### src/rtl/mem_access_unit.sv
// mem_access_unit: big-endian load/store initiator for a 32-bit data memory.
// Optional: define MEM_ALIGN_CHECK_EN to fault misaligned half/word accesses.
module mem_access_unit #(
    parameter int MEM_BYTES = 44
) (
    input  logic        clk,
    input  logic        rst,
    input  logic        req_valid,
    output logic        req_ready,
    input  logic        req_write,
    input  logic [1:0]  req_size,
    input  logic        req_signed,
    input  logic [31:0] req_addr,
    input  logic [31:0] req_wdata,
    output logic        resp_valid,
    input  logic        resp_ready,
    output logic [31:0] resp_rdata,
    output logic        resp_fault,
    output logic [31:0] mem_addr,
    output logic [31:0] mem_wdata,
    output logic        mem_read,
    output logic        mem_write,
    input  logic [31:0] mem_rdata
);

    typedef enum logic [1:0] {IDLE, READ, WRITE, RESP} state_t;

    state_t      state, state_nx;
    logic        r_write, r_signed;
    logic [1:0]  r_size;
    logic [31:0] r_addr, r_wdata, r_word;
    logic [31:0] aligned, lane, ext, mask, merged;
    logic [4:0]  shift;
    logic        acc_fault;
    logic [32:0] range_end;

    // Fault decision taken on the live request fields at accept time
    always_comb begin
        if (req_size == 2'b10)
            range_end = {1'b0, req_addr};
        else
            range_end = {1'b0, req_addr[31:2], 2'b00};
        range_end = range_end + 33'd3;
        acc_fault = (req_size == 2'b11) ||
                    (range_end > 33'(MEM_BYTES - 1));
`ifdef MEM_ALIGN_CHECK_EN
        if (req_size == 2'b10 && req_addr[1:0] != 2'b00)
            acc_fault = 1'b1;
        if (req_size == 2'b01 && req_addr[0])
            acc_fault = 1'b1;
`endif
    end

    // Big-endian lane position, load extension and store merge
    always_comb begin
        aligned = {r_addr[31:2], 2'b00};
        shift   = 5'd0;
        if (r_size == 2'b00)
            shift = {~r_addr[1:0], 3'b000};
        else if (r_size == 2'b01)
            shift = {~r_addr[1], 4'b0000};
        lane = mem_rdata >> shift;
        case (r_size)
            2'b00:   ext = {{24{r_signed & lane[7]}}, lane[7:0]};
            2'b01:   ext = {{16{r_signed & lane[15]}}, lane[15:0]};
            default: ext = lane;
        endcase
        if (r_size == 2'b00)
            mask = 32'h0000_00ff;
        else
            mask = 32'h0000_ffff;
        merged = (r_word & ~(mask << shift)) |
                 ((r_wdata & mask) << shift);
    end

    // State register
    always_ff @(posedge clk or posedge rst) begin
        if (rst)
            state <= IDLE;
        else
            state <= state_nx;
    end

    // Next state and memory/handshake strobes
    always_comb begin
        state_nx   = state;
        req_ready  = 1'b0;
        resp_valid = 1'b0;
        mem_read   = 1'b0;
        mem_write  = 1'b0;
        mem_addr   = 32'd0;
        mem_wdata  = 32'd0;
        case (state)
            IDLE: begin
                req_ready = 1'b1;
                if (req_valid) begin
                    if (acc_fault)
                        state_nx = RESP;
                    else if (!req_write || req_size != 2'b10)
                        state_nx = READ;
                    else
                        state_nx = WRITE;
                end
            end
            READ: begin
                mem_read = 1'b1;
                mem_addr = (r_size == 2'b10) ? r_addr : aligned;
                state_nx = r_write ? WRITE : RESP;
            end
            WRITE: begin
                mem_write = 1'b1;
                mem_addr  = (r_size == 2'b10) ? r_addr : aligned;
                mem_wdata = (r_size == 2'b10) ? r_wdata : merged;
                state_nx  = RESP;
            end
            default: begin
                resp_valid = 1'b1;
                if (resp_ready)
                    state_nx = IDLE;
            end
        endcase
    end

    // Request capture, read-word capture and response registers
    always_ff @(posedge clk or posedge rst) begin
        if (rst) begin
            r_write    <= 1'b0;
            r_signed   <= 1'b0;
            r_size     <= 2'b00;
            r_addr     <= 32'd0;
            r_wdata    <= 32'd0;
            r_word     <= 32'd0;
            resp_rdata <= 32'd0;
            resp_fault <= 1'b0;
        end else begin
            case (state)
                IDLE: begin
                    if (req_valid) begin
                        r_write    <= req_write;
                        r_signed   <= req_signed;
                        r_size     <= req_size;
                        r_addr     <= req_addr;
                        r_wdata    <= req_wdata;
                        resp_rdata <= 32'd0;
                        resp_fault <= acc_fault;
                    end
                end
                READ: begin
                    r_word <= mem_rdata;
                    if (!r_write)
                        resp_rdata <= ext;
                end
                default: ;
            endcase
        end
    end

endmodule

### config.mk
export PLATFORM = sky130hd
export DESIGN_NAME = mem_access_unit
export DESIGN_NICKNAME = d
export VERILOG_FILES = /design/src/rtl/mem_access_unit.sv
export SDC_FILE = /design/constraint.sdc
export NUM_CORES = 1
export LEC_CHECK = 0
export CAP_MARGIN = 20
export CORE_MARGIN = 4
export CORE_UTILIZATION = 45
export CTS_CLUSTER_DIAMETER = 100
export DETAILED_ROUTE_END_ITERATION = 8
export PLACE_DENSITY = 0.75
export SLEW_MARGIN = 5
export SYNTH_ARGS = -nofsm -noshare
export SYNTH_HDL_FRONTEND = slang
export SYNTH_SLANG_ARGS = --single-unit
### constraint.sdc
create_clock -name clk -period 15.06 [get_ports clk]
set_input_delay 4.518 -clock clk [delete_from_list [all_inputs] [get_ports clk]]
set_output_delay 4.518 -clock clk [all_outputs]
set_load 0.02 [all_outputs]
# After elaboration in Yosys (flattened, before gate mapping)
# Cells that the tools add are included.
op_classes:
  n_bitwise: 8
  reduce_logical: 12
  div_mod_pow: 0
  shift: 3
  n_mux: 22
  n_eq_ne: 9
  n_addsub: 1
  mul: 0
  n_lt_le_gt_ge: 1
ops:
  columns: ["op", "count"]
  rows:
  - ["$mux 32", 5]
  - ["$pmux 32 s2", 2]
  - ["$and 32x32->32", 2]
  - ["$shl 32x5->32", 2]
  - ["$add 32x2->33 const B", 1]
  - ["$gt 33x6->1 const B", 1]
  - ["$not 32->32", 1]
  - ["$or 32x32->32", 1]
  - ["$shr 32x5->32", 1]
  - ["$mux 16", 1]
  - ["$mux 2", 6]
  - ["$mux 5", 2]
  - ["$eq 2x2->1 const B", 4]
  - ["$ne 2x2->1 const B", 3]
  - ["$pmux 2 s3", 1]
  - ["$mux 1", 5]
  - ["$eq 2x1->1 const B", 2]
  - ["$logic_not 2->1", 2]
  - ["$reduce_and 2->1", 2]
  - ["$reduce_bool 4->1", 1]
  - ["$reduce_and 3->1", 1]
  - ["$reduce_or 3->1", 1]
  - ["$and 1x1->1", 2]
  - ["$logic_or 1x1->1", 2]
  - ["other kinds (5)", 5]
totals:
  mem_bits_ro: 0
  wordCells: 65
  n_memories: 0
  ramBits: 0
  latchBits: 0
  reg_bits: 135

# Logic depth before layout (Yosys ltp)
depth:
  depth_word: 9
  depth_mapped: 10

# Worst setup path after synthesis
# No wires, ideal clock.
synth_path:
  kind: "in2reg"
  from: "in req_size[1]"
  to: "reg resp_fault"
  arrival_ns: 6.724
  path_buffers: 0
  required_time_ns: 14.930
  setup_slack_ns: 8.206
  cell_stages: 10
  setup_ns: 0.130
  path_cell_list: "nor2b_1 -> nand2_1 -> ha_1 -> nand2b_1 -> or2_1 -> nor4_1 -> xor2_1 -> or4_1 -> nor3_2 -> a21oi_1"
synth_between:
  elab_chain_cells: 5
  word_cells_on_any_way: 6
synth_lines:
  columns: ["element", "line", "source"]
  rows:
  - ["start, declared", "11", "input logic [1:0] req_size,"]
  - ["$eq 2x2->1", "39", "if (req_size == 2'b10)"]
  - ["$mux 2", "39", null]
  - ["$add 32x2->33", "43", "range_end = range_end + 33'd3;"]
  - ["$gt 33x6->1", "45", "(range_end > 33'(MEM_BYTES - 1));"]
  - ["$logic_or 1x1->1 *", "44", "acc_fault = (req_size == 2'b11) ||"]
  - ["end signal, assigned", "145", "resp_fault <= acc_fault;"]
  - ["end, declared", "18", "output logic resp_fault,"]
# Every way passes the cells marked *; elsewhere a longest branch is shown, timed or not.
# A chain may end at the register's enable or synchronous reset.

# Worst setup path in the final report
layout_path:
  from: "reg r_size[1]"
  to: "out mem_wdata[30]"
layout_between:
  elab_chain_cells: 9
  word_cells_on_any_way: 14
layout_lines:
  columns: ["element", "line", "source"]
  rows:
  - ["start, declared", "30", "logic [1:0] r_size;"]
  - ["start signal, assigned", "141", "r_size <= req_size;"]
  - ["$eq 2x1->1", "60", "else if (r_size == 2'b01)"]
  - ["$mux 5", "60", null]
  - ["$mux 5", "58", "if (r_size == 2'b00)"]
  - ["$shl 32x5->32", "72", "merged = (r_word & ~(mask << shift)) |"]
  - ["$not 32->32", "72", null]
  - ["$and 32x32->32", "72", null]
  - ["$or 32x32->32", "72", null]
  - ["$mux 32 *", "113", "mem_wdata = (r_size == 2'b10) ? r_wdata : merged;"]
  - ["$mux 32 *", "93", "case (state)"]
  - ["end, declared", "20", "output logic [31:0] mem_wdata,"]
# Marked as above.

==> run metrics <==
status=complete, no violations; Power Internal=0.001381 W; DRC=0; Yosys warnings=0; clk sink count=135; Via-to-Cell Ratio=between 5 and 6; Critical Path Fanout Max=25; net count after synthesis=793; Synth area leader=dfrtp_1; simple logic cell fraction of the synthesized area=between 10% and 20%; Switch Pwr=0.0009071 W; first-pass detailed-route iteration total=8; number of cells on the worst hold path=2; initial antenna violation count=0; Slew @ Worst Pin=0.9907 ns; Detailed Route WL=22.35 mm; Synth cell types=61; most common cell after layout, fill and taps aside=clkdlybuf4s50_1; top post-synthesis cells by area=dfrtp_1 46%, mux2_2 15%, nand2_1 3.1%; Comb pwr share=53.8%; Setup violations, final=0; total CTS buffers=17; Setup Crit Path Kind=register to output port; Synth Flop Type=dfrtp_1; clock latency on the worst-skew pair=0.41 ns; Cell Area, Placed=9525 sq um; EDFF count, synth=0; f_max=0.1268 GHz; fin util=63.73%; initial core utilization=a little under half; Final period util=52.37%; Hold Path Class=register to register; io pins=205; Worst Reg-to-Reg Cells=7; syn avg cell area=about 11 sq um; buffers added on ports=around 200; register area share after synthesis=roughly 46%; largest family of logic cells by synthesized area=multiplexers; FP Rows=46; die width=135.3 um; clock power share=17.9%; post-route cell area=between 10,000 and 15,000 sq um; most frequent cells in the layout=204 x clkdlybuf4s50_1, 135 x dfrtp_1, 96 x mux2_2; post-CTS sizing=0; FFs w/ async S/R, synth=100.0%; die area=18,310 sq um; relative slew slack=33.96%; Antenna Cells=0; postcts setup bufs=0; Layout Nets=979; setup TNS=0 ns; final hold violation count=0; antenna viol nets, final=0; RSZ-0062 raised after global routing=false; Critical Path AT=3.37 ns; min cycle time layout=7.887 ns; Clock Path Buffers=2; first-pass GRT wire length=35.36 mm; CTS tree=done; routed via count=6,384; pwr dens=around 230 nW/um^2; Max Slew Vio Count=0; share of cells above drive strength 1=19.16%; Layout Skew=0.009442 ns; data required time of the critical path=10.54 ns; mux cell area share after synthesis=18.94%; post-synth top area share=46.32%; maximum VDD drop=0.0001161 V; core region area=15,890 sq um; max-capacitance violation count=0; largest net degree at the start of global routing=77; CTS Hold Buffers Added=0; vias in the first global route=6,509; Total GRT Usage=24.57%; Sw Share=39.64%; register clock-pin slew on the reported worst setup and hold paths=0.06 ns; Seq pwr share=between 20 and 30%; Design Power=0.002288 W; CTS H-tree lvls=4; CTS root buffer=clkbuf_16; post-synthesis xor/xnor area fraction=less than 1%; Initial DRC Count=482; HPWL Detailed=16.64 mm; cell count after synthesis=684; adder-cell share of the synthesized area=less than 1%; Final Worst Setup Slack=7.173 ns; crit path capture type=output port; gr ovfl total=0; Worst setup SP type=register; Yosys reg bits=between 100 and 150; Die H=135.3 um; compound-gate portion of the synthesized area=13.79%; Layout area overhead=38.81%; final RePlAce weighted congestion=just under 0.9; P_leak=approximately 4 nW; Cell Area, Synth=7293 sq um; Routed WL per cell=approximately 20 um; worst slack, placed=about 7.3 ns
worst paths after layout:
check / start / end / slack, ns
setup / recovery: r_size[1] / mem_wdata[30] / 7.17
hold / removal: r_addr[3] / r_addr[3] / 0.48
setup reg to reg: r_size[1] / resp_rdata[29] / 12.16
hold reg to reg: r_addr[3] / r_addr[3] / 0.48
max in group asynchronous: rst / r_addr[1] / 9.10
min in group asynchronous: rst / r_wdata[26] / 4.55
worst max-delay path: stages, from the launching register on:
cell and delay (ns):
dfrtp_1 0.66, or2_2 0.57, a21oi_1 0.58, o221ai_1 0.23, a21boi_0 0.26, clkdlybuf4s50_1 0.65
per-stage QoR:
stage	cells	hold slack [ns]
4_1_cts	1097	0.4871
3_5_place_dp	1066	0.4737
5_1_grt	1098	0.5140
3_3_place_gp	1065	0.4638
6_report	1098	0.4769
2_1_floorplan	684	0.4418
power by group through the flow:
stage,clock (W),sequential (W),combinational [W]
floorplan,0,0.000627,0.000750
finish,0.000410,0.000646,0.00123
global placement,0,0.000638,0.00120
detailed placement,0,0.000650,0.00123
CTS,0.000416,0.000644,0.00124
global route,0.000432,0.000666,0.00132
per-layer routing:
layer / wire [um] / share of wire [%] / up-vias / track usage (%)
met5: 0 / 0 / - / 0
met1: 9088 / 41 / 3139 / 31.62
met3: 1889 / 8.5 / 44 / 6.761
li1: - / - / 2886 / -
met2: 10730 / 48 / 315 / 39.96
met4: 640 / 2.9 / 0 / 8.903
layout make-up:
class / instances / area, sq um
fill: 1257 / 5762
multi-input combinational: 496 / 3727
sequential: 135 / 3378
timing repair buffer: 212 / 2130
clock buffer: 20 / 456.7
tap: 216 / 270.3
clock inverter: 11 / 126.4
inverter: 8 / 35.03
sequential cells by signal, indices dropped and copies added, names as in the netlist:
signal      flops
state           2
resp_fault      1
r_wdata        32
r_size          2
r_write         1
r_signed        1
r_addr         32
resp_rdata     32
r_word         32
synth_stat cells (2+ instances only):
cell type    n
a21oi_1     19
nor4_1       7
buf_2        2
and3_1       5
buf_1        3
o211ai_1     2
o221a_2      8
nor2b_1     19
or3_1        2
nand2b_1     4
xnor2_1      3
a21boi_0    16
mux2i_1     12
and2_1      30
o221ai_1     8
nand3_1     27
o211a_1      8
ha_1         5
xor2_1       4
a22o_1      17
nand4b_1     2
nor3_1       6
o41ai_1      2
o21ai_0     44
o2111ai_1    2
or2_2        5
nand4_1     10
clkbuf_1    39
dfrtp_1    135
inv_1        8
nor2_1      34
and4_1       5
nand2_1     60
a31oi_1      2
mux4_2       8
mux2_2      96
cells by family after synthesis:
logic type,count (synthesis)
simple gates,227
compound gates,141
flops,135
mux,116
buf+inv,53
xor+xnor,7
fa+ha+maj,5
No activity file was read; power rests on OpenSTA's default activity.
